[config.mk]
export PLATFORM = sky130hd
export DESIGN_NAME = time_display_scan
export DESIGN_NICKNAME = d
export VERILOG_FILES = /design/src/rtl/time_display_scan.sv
export SDC_FILE = /design/constraint.sdc
export NUM_CORES = 1
export LEC_CHECK = 0
export ABC_AREA = 1
export CAP_MARGIN = 20
export CORE_ASPECT_RATIO = 1.75
export CORE_MARGIN = 10
export CORE_UTILIZATION = 57
export CTS_CLUSTER_DIAMETER = 60
export CTS_CLUSTER_SIZE = 30
export DETAILED_ROUTE_END_ITERATION = 6
export PLACE_DENSITY = 0.83
export SYNTH_ARGS = -nofsm -noshare
export SYNTH_HDL_FRONTEND = slang
export SYNTH_SLANG_ARGS = --single-unit
[constraint.sdc]
create_clock -name clk_sys -period 4.6 [get_ports clk_sys]
set_input_delay 1.15 -clock clk_sys [delete_from_list [all_inputs] [get_ports clk_sys]]
set_output_delay 1.15 -clock clk_sys [all_outputs]
set_load 0.01 [all_outputs]
[src/rtl/time_display_scan.sv]
// Six-digit multiplexed 7-segment scanner for a packed BCD HH.MM.SS time word.
// The time word is double-sampled, snapshotted once per frame when stable, then decoded per slot.
module time_display_scan #(
    parameter int SCAN_DIV   = 50000,
    parameter int BLANK_CYC  = 16,
    parameter int ACTIVE_LOW = 1
) (
    input  logic        clk_sys,
    input  logic        rst,
    input  logic [19:0] time_in,
    input  logic        blank_lz,
    output logic [6:0]  seg,
    output logic        dp,
    output logic [5:0]  an,
    output logic        frame_start
);

    localparam int              CNT_W   = (SCAN_DIV > 1) ? $clog2(SCAN_DIV) : 1;
    localparam logic [CNT_W-1:0] CNT_MAX = CNT_W'(SCAN_DIV - 1);
    localparam logic [CNT_W-1:0] BLANK_L = CNT_W'(BLANK_CYC);
    localparam logic            POL     = (ACTIVE_LOW != 0);
    localparam logic [6:0]      SEG_DASH = 7'h40;

    logic [19:0]      s1_q, s2_q, frm_q;
    logic [19:0]      frm_d;
    logic [CNT_W-1:0] cnt_q, cnt_d;
    logic [2:0]       slot_q, slot_d;
    logic             fs_q, fs_d;
    logic [6:0]       seg_q, seg_d;
    logic             dp_q, dp_d;
    logic [5:0]       an_q, an_d;

    logic             tick;
    logic             last_slot;
    logic             stable;
    logic [3:0]       digit;
    logic [3:0]       digit_max;
    logic [6:0]       seg_log;
    logic [5:0]       an_log;
    logic             dp_log;

    function automatic logic [6:0] seg7(input logic [3:0] v);
        logic [6:0] s;
        case (v)
            4'd0:    s = 7'h3F;
            4'd1:    s = 7'h06;
            4'd2:    s = 7'h5B;
            4'd3:    s = 7'h4F;
            4'd4:    s = 7'h66;
            4'd5:    s = 7'h6D;
            4'd6:    s = 7'h7D;
            4'd7:    s = 7'h07;
            4'd8:    s = 7'h7F;
            4'd9:    s = 7'h6F;
            default: s = SEG_DASH;
        endcase
        return s;
    endfunction

    // ---- Stage 0: input synchroniser, scan divider, slot and frame snapshot ----
    always_comb begin
        tick      = (cnt_q == CNT_MAX);
        last_slot = (slot_q == 3'd5);
        stable    = (s1_q == s2_q);

        cnt_d  = tick ? '0 : cnt_q + 1'b1;
        slot_d = slot_q;
        if (tick) begin
            slot_d = last_slot ? 3'd0 : slot_q + 3'd1;
        end

        // An unstable word at the frame boundary keeps the previous time for one more frame.
        frm_d = (tick && last_slot && stable) ? s2_q : frm_q;
        fs_d  = tick && last_slot;
    end

    always_ff @(posedge clk_sys or posedge rst) begin
        if (rst) begin
            s1_q   <= '0;
            s2_q   <= '0;
            frm_q  <= '0;
            cnt_q  <= '0;
            slot_q <= '0;
            fs_q   <= 1'b0;
        end else begin
            s1_q   <= time_in;
            s2_q   <= s1_q;
            frm_q  <= frm_d;
            cnt_q  <= cnt_d;
            slot_q <= slot_d;
            fs_q   <= fs_d;
        end
    end

    // ---- Stage 1: field select, range check and segment decode ----
    always_comb begin
        digit     = 4'd0;
        digit_max = 4'd9;
        case (slot_q)
            3'd0: begin digit = {2'b00, frm_q[19:18]}; digit_max = 4'd2; end
            3'd1: begin digit = frm_q[17:14];          digit_max = 4'd9; end
            3'd2: begin digit = {1'b0, frm_q[13:11]};  digit_max = 4'd5; end
            3'd3: begin digit = frm_q[10:7];           digit_max = 4'd9; end
            3'd4: begin digit = {1'b0, frm_q[6:4]};    digit_max = 4'd5; end
            3'd5: begin digit = frm_q[3:0];            digit_max = 4'd9; end
            default: begin digit = 4'd0;               digit_max = 4'd9; end
        endcase

        seg_log = (digit > digit_max) ? SEG_DASH : seg7(digit);
        if ((slot_q == 3'd0) && blank_lz && (digit == 4'd0)) begin
            seg_log = 7'h00;
        end

        // Anti-ghost gap: every digit is dark for the first BLANK_CYC cycles of a slot.
        an_log = (cnt_q < BLANK_L) ? 6'b000000 : (6'b100000 >> slot_q);
        dp_log = ((slot_q == 3'd1) || (slot_q == 3'd3)) && frm_q[0];

        seg_d = seg_log ^ {7{POL}};
        dp_d  = dp_log ^ POL;
        an_d  = an_log ^ {6{POL}};
    end

    // ---- Stage 2: registered pin drivers ----
    always_ff @(posedge clk_sys or posedge rst) begin
        if (rst) begin
            seg_q <= {7{POL}};
            dp_q  <= POL;
            an_q  <= {6{POL}};
        end else begin
            seg_q <= seg_d;
            dp_q  <= dp_d;
            an_q  <= an_d;
        end
    end

    assign seg         = seg_q;
    assign dp          = dp_q;
    assign an          = an_q;
    assign frame_start = fs_q;

endmodule

==> results of run 1 <==
## cells by family after synthesis
group / after synthesis / share of synthesized area
XOR/XNOR: 24 / 0.0507
AO/OA/AOI/OAI: 23 / 0.0329
adder cells (fa/ha/maj): 10 / 0.0302
flip-flops: 94 / 0.572
AND/OR/NAND/NOR: 212 / 0.246
buffers and inverters: 64 / 0.0686
## cell usage after synthesis, drive strengths merged
| library cell | n |
|---|---|
| nand2 | 103 |
| dfrtp | 80 |
| inv | 53 |
| nand3 | 43 |
| nor2 | 36 |
| xor2 | 19 |
| dfstp | 14 |
| nand4 | 14 |
| o21ai | 11 |
| ha | 10 |
| nor3 | 10 |
| buf | 9 |
| a21oi | 7 |
| xnor2 | 5 |
| nor4 | 3 |
| clkinv | 2 |
| o211ai | 2 |
| o21bai | 2 |
| or2 | 2 |
| nand3b | 1 |
| o31ai | 1 |
## stage by stage
stage | cell area, um^2 | util | setup WS, ns | hold WS (ns)
CTS | 4880 | 0.684 | 2.04 | 0.392
floorplan | 4140 | - | 1.02 | 0.372
finish | 4880 | 0.684 | 2.06 | 0.389
global route | 4880 | 0.684 | 2.00 | 0.405
detailed placement | 4570 | 0.641 | 2.14 | 0.380
global placement | 4570 | 0.641 | 2.17 | 0.377
## layer usage
| layer | share of wire | up-vias | global-route usage |
|---|---|---|---|
| met5 | 0 | - | 0 |
| met4 | 0.043 | 0 | 0.0947 |
| met3 | 0.045 | 32 | 0.0418 |
| met2 | 0.55 | 97 | 0.264 |
| met1 | 0.36 | 1410 | 0.146 |
| li1 | - | 1444 | - |
## power by group through the flow
| stage | Combinational (W) | Sequential, W | Clock [W] |
|---|---|---|---|
| after global routing | 0.0000718 | 0.000865 | 0.000788 |
| after global placement | 0.0000624 | 0.000877 | 0 |
| after CTS | 0.0000646 | 0.000863 | 0.000750 |
| final | 0.0000626 | 0.000863 | 0.000738 |
| after detailed placement | 0.0000643 | 0.000878 | 0 |
| after floorplan | 0.0000303 | 0.000877 | 0 |
## registers in the layout, summed over array words and instances (netlist names)
| name | cells |
|---|---|
| an | 6 |
| cnt_q | 16 |
| dp | 1 |
| frame_start | 1 |
| frm_q | 20 |
| s1_q | 20 |
| s2_q | 20 |
| seg | 7 |
| slot_q | 3 |
## worst max path at each step
stage	from	to	cells past startpoint
floorplan	rst	cnt_q[0]	1
global placement	rst	seg[6]	3
detailed placement	rst	seg[6]	3
CTS	seg[1]	seg[1]	1
global route	slot_q[1]	seg[6]	17
finish	seg[1]	seg[1]	1
## final cells by class
class,instances,share of cell area
clock buffers,13,0.0534
clock inverters,3,0.00872
inverters,55,0.0429
multi-input cells,269,0.306
flip-flops and latches,94,0.486
well taps,86,0.0221
repair buffers,40,0.0806
## placed cells by master (no fill, tap or decap), types with 2 or more instances in the layout
cell type,synthesis,routed
a21oi_1,7,7
buf_4,0,3
clkbuf_1,0,2
clkbuf_16,0,9
clkbuf_8,0,2
clkdlybuf4s50_1,0,37
clkinv_2,1,3
dfrtp_1,80,80
dfstp_2,14,14
ha_1,10,10
inv_1,46,45
inv_2,7,7
nand2_1,98,98
nand2_2,4,4
nand3_1,37,37
nand3_2,6,6
nand4_1,13,13
nor2_1,31,31
nor2_2,4,4
nor3_1,9,8
o21ai_0,10,10
xnor2_1,5,5
xor2_1,19,19
==> metrics.txt, run 1 <==
status=finished, final reports clean; Crit. End Element=output pin; ant diodes=0; crit-path cells=clkdlybuf4s50_1; num rows=41; GRT Total Usage=0.149; Reg clk slew, reported paths=around 0.060 ns; synthesized area per cell=about 9.7 um^2; Filler Cell Count=546; hold wc startpoint=s1_q[17]; placed cells=~540; hpwl dp=5.79 mm; hold path cells=0; clock root buffer master=clkbuf_16; Min-Delay Path Class=register to register; yosys warns=0; Routed WL=about 7.8 mm; Post-DRT Antenna Nets=0; Critical Path Start Type=register; reg2reg path depth=17; Critical Path AT=1.39 ns; initial antenna violation count=0; Iteration-0 DRC Markers=222; die area=between 0.01 and 0.015 mm^2; min Tclk post-route=about 2.5 ns; #FFs+latches synth=94; Worst slew margin=0.601; Fin. Hold Viols=0; I/O pin count=38; Distinct cells, synth=37; wire length of the first global-routing pass=approximately 14 mm; FF-to-FF End=seg[6]; Overall Power=approximately 0.0017 W; number of port buffers=37; Synth area leaders=dfrtp_1 48%, dfstp_2 8.9%, nand2_1 8.9%, nand3_1 4.5%, inv_1 4.2%; core region area=between 0.007 and 0.008 mm^2; gr ovfl total=0; Leakage Power=2.39 nW; Max clock buf depth=2; # setup viols final=0; Seq/Total Area, Yosys=0.572; Post-Synthesis Cells=roughly 430; Slew @ Worst Pin=0.597 ns; Switching Power=~0.00033 W; switching share of power=0.199; Internal=roughly 0.0013 W; setup tns final=0 ns; synthesized area=just over 0.004 mm^2; syn_nets=460; FF+latch area=approximately 0.0024 mm^2; max_cap viols=0; nets=~500; Placer Congestion=0.893; Clock power frac=0.444; TritonCTS Sinks=94; Crit Path Class=register to output pin; worst path bufs/invs=1; Hold Path End=s2_q[17]; CP delay by family, top=buffers and inverters; Max Clk Rate=around 0.39 GHz; Clock Latency Late Sink=0.34 ns; area leader, netlist=dfrtp_1; post-CTS sizing=0; RSZ-0062 raised after global routing=false; crit path max fanout=1; CTS tree=yes; Flop pwr share=0.519; Initial Util=0.581; Slew Limit Fails=0; vias in the first global route=3238; via count=approximately 3000; routed vias/inst=5.33; Reg2Reg Launch Point=slot_q[1]; Area growth, synth to finish=17.7%; Finished Layout Cells=560; area of the multi-input gates=~0.0015 mm^2; final setup skew=roughly 0.0086 ns; pwr dens=between 300 and 400 mW/mm^2; CP max stage cell=clkdlybuf4s50_1; slowest stage delay, CP=~0.53 ns; Gate power share=0.038; wire length per cell=between 10 and 15 um; H-tree levels=3; top cell type's share of synthesized area=0.483; Worst IR Drop VDD=355 uV; Die Ht=about 130 um; Reg2Reg Setup Slack=roughly 2.2 ns; worst path required time=~3.5 ns; share of cells above drive strength 1=0.135; CTS Hold Buffers Added=0; drt first pass iters=4; largest net degree at the start of global routing=37; CTS buffer count=9; DRC viols=0; period utilisation layout=0.551; Die X=between 80 and 90 um; postcts setup bufs=0
(Power assumes the default switching activity.)
==> inputs of run 2 (changes only) <==
--- a/config.mk
+++ b/config.mk
@@ -9,11 +9,11 @@
 export CAP_MARGIN = 20
 export CORE_ASPECT_RATIO = 1.75
 export CORE_MARGIN = 10
-export CORE_UTILIZATION = 57
+export CORE_UTILIZATION = 51
 export CTS_CLUSTER_DIAMETER = 60
 export CTS_CLUSTER_SIZE = 30
 export DETAILED_ROUTE_END_ITERATION = 6
-export PLACE_DENSITY = 0.83
+export PLACE_DENSITY = 0.79
 export SYNTH_ARGS = -nofsm -noshare
 export SYNTH_HDL_FRONTEND = slang
 export SYNTH_SLANG_ARGS = --single-unit
==> constraint.sdc (replaced) <==
create_clock -name clk_sys -period 2.3 [get_ports clk_sys]
set_input_delay 0.575 -clock clk_sys [delete_from_list [all_inputs] [get_ports clk_sys]]
set_output_delay 0.575 -clock clk_sys [all_outputs]
set_load 0.01 [all_outputs]
==> metrics.txt, run 2 (synthesis results as in run 1) <==
clock root buffer master=clkbuf_16 (unchanged); Reg2Reg Setup Slack=0.10 ns (was 2.22 ns); Fin. Hold Viols=0 (unchanged); Reg clk slew, reported paths=0.06 ns (about the same); Max Clk Rate=~0.46 GHz; reg2reg path depth=17 (unchanged); Die Ht=139 um (was 133 um); slowest stage delay, CP=0.45 ns (was 0.53 ns); Placer Congestion=0.907 (was 0.893); Reg2Reg Launch Point=slot_q[1] (unchanged); Slew @ Worst Pin=0.439 ns (was 0.597 ns); drt first pass iters=5 (was 4); Worst IR Drop VDD=664 uV (was 355 uV); Leakage Power=2.44 nW (was 2.39 nW); die area=0.0123 mm^2 (was 0.0112 mm^2); FF-to-FF End=seg[6] (unchanged); Slew Limit Fails=0 (unchanged); largest net degree at the start of global routing=45 (was 37); Initial Util=0.524 (was 0.581); area of the multi-input gates=0.00152 mm^2 (was 0.00149 mm^2); number of port buffers=37 (unchanged); Routed WL=8.07 mm (was 7.76 mm); pwr dens=664 mW/mm^2 (was 341 mW/mm^2); core region area=0.00791 mm^2 (was 0.00713 mm^2); share of cells above drive strength 1=0.174 (was 0.135); Area growth, synth to finish=20.7% (was 17.7%); CTS buffer count=9 (unchanged); nets=512 (was 502); Layout Utilization=0.632 (was 0.684); wire length of the first global-routing pass=13.3 mm (was 13.9 mm); Filler Cell Count=622 (was 546); most used cell, CP=nand2_1; Final WS setup=0.104 ns (was 2.06 ns); wire length per cell=14.1 um (was 13.9 um); status=finished, final reports clean (unchanged); Critical Path AT=2.47 ns (was 1.39 ns); CP max stage cell=dfrtp_2 (was clkdlybuf4s50_1); crit path max fanout=7 (was 1); hold wc startpoint=s1_q[3] (was s1_q[17]); H-tree levels=3 (unchanged); Crit Path Class=register to register (was register to output pin); most frequent cells in the layout=96 x nand2_1, 77 x dfrtp_1, 45 x inv_1 (was 98 x nand2_1, 80 x dfrtp_1, 45 x inv_1); TritonCTS Sinks=94 (unchanged); GRT Total Usage=0.138 (was 0.149); min Tclk post-route=between 2 and 2.5 ns; crit-path cells=inv_1 > nand3_2 > inv_2 > nand2_1 > nand2_1 > nor2_2 > nand3_2 > nand2_4 > inv_2 > ha_1 > inv_1 > o21bai_1 > nand4_1 > nand2_2 > nand2_4 > nand2_1 > nand2_1 (was clkdlybuf4s50_1); Die X=88.1 um (was 84.4 um); via count=2979 (was 2983); FF+latch area=0.00237 mm^2 (about the same); commonest non-fill, non-tap cell in the layout=nand2_1 (unchanged); Min-Delay Path Class=register to register (unchanged); setup tns final=0 ns (unchanged); Crit. End Element=register (was output pin); Worst slew margin=0.706 (was 0.601); I/O pin count=38 (unchanged); gr ovfl total=0 (unchanged); Hold Path End=s2_q[3] (was s2_q[17]); CTS tree=yes (unchanged); initial antenna violation count=0 (unchanged); Overall Power=0.00332 W (was 0.00166 W); worst path required time=2.58 ns (was 3.45 ns); hold path cells=0 (unchanged); worst slack at placement=0.00670 ns (was 2.14 ns); vias in the first global route=3053 (was 3238); final setup skew=0.00557 ns (was 0.00857 ns); hpwl dp=6.13 mm (was 5.79 mm); Clock Latency Late Sink=0.34 ns (about the same); period utilisation layout=0.955; ant diodes=0 (unchanged); # setup viols final=0 (unchanged); Max clock buf depth=2 (unchanged); DRC viols=0 (unchanged); routed vias/inst=5.19 (was 5.33); Post-DRT Antenna Nets=0 (unchanged); Iteration-0 DRC Markers=162 (was 222); max_cap viols=0 (unchanged); num rows=43 (was 41); Regs by FF count=frm_q (20), s1_q (20), s2_q (20) (unchanged); Critical Path Start Type=register (unchanged)
-- run 2: final cells by class --
class                   count  share of cell area
inverters                  55              0.0423
well taps                  90              0.0225
multi-input cells         269               0.305
flip-flops and latches     94               0.475
clock inverters             6              0.0140
repair buffers             50              0.0961
clock buffers              10              0.0458
-- run 2: through the flow --
stage / cells / hold WS (ns) / area (um^2)
detailed placement: 554 / 0.378 / 4640
global placement: 554 / 0.376 / 4640
floorplan: 427 / 0.372 / 4150
CTS: 570 / 0.393 / 4940
global route: 574 / 0.400 / 5000
finish: 574 / 0.390 / 5000
-- run 2: worst max-delay path: cells and delay by family (launching register included) --
kind | cells | cell delay [ns]
and+or+nand+nor | 11 | 0.96
DFF | 1 | 0.45
adders and majority gates | 1 | 0.29
buffers and inverters | 4 | 0.27
AOI/OAI and AO/OA | 1 | 0.14
-- run 2: timing repair --
item	CTS	global route
setup buffers	0	4
resized for setup	0	12
endpoints found under the setup margin	0	7
hold buffers	0	0
-- run 2: worst max-delay path by stage --
stage	from	end	slack, ns
floorplan	slot_q[0]	seg[3]	0.24
global placement	slot_q[1]	seg[6]	0.15
detailed placement	slot_q[1]	seg[6]	0.007
CTS	slot_q[1]	seg[6]	0.003
global route	slot_q[2]	seg[6]	-0.03
finish	slot_q[1]	seg[6]	0.10
-- run 2: per-layer routing --
layer / GRT usage / vias to the layer above / share of wire
met5: 0 / - / 0
met4: 0.0855 / 0 / 0.049
met3: 0.0362 / 28 / 0.039
met2: 0.244 / 82 / 0.55
met1: 0.135 / 1398 / 0.36
li1: - / 1471 / -
-- run 2: power by group --
group | leakage [nW] | switching, W | internal [W] | total (W)
registers | 1.15 | 0.0000263 | 0.00170 | 0.00173
logic | 1.14 | 0.0000615 | 0.0000710 | 0.000132
clock network | 0.147 | 0.000615 | 0.000849 | 0.00146
==> inputs of run 3 (changes only) <==
--- a/config.mk
+++ b/config.mk
@@ -17,3 +17,4 @@
 export SYNTH_ARGS = -nofsm -noshare
 export SYNTH_HDL_FRONTEND = slang
 export SYNTH_SLANG_ARGS = --single-unit
+export TNS_END_PERCENT = 50
==> results of run 3 <==
Final layout, timing and power as in run 2 (identical DEF).
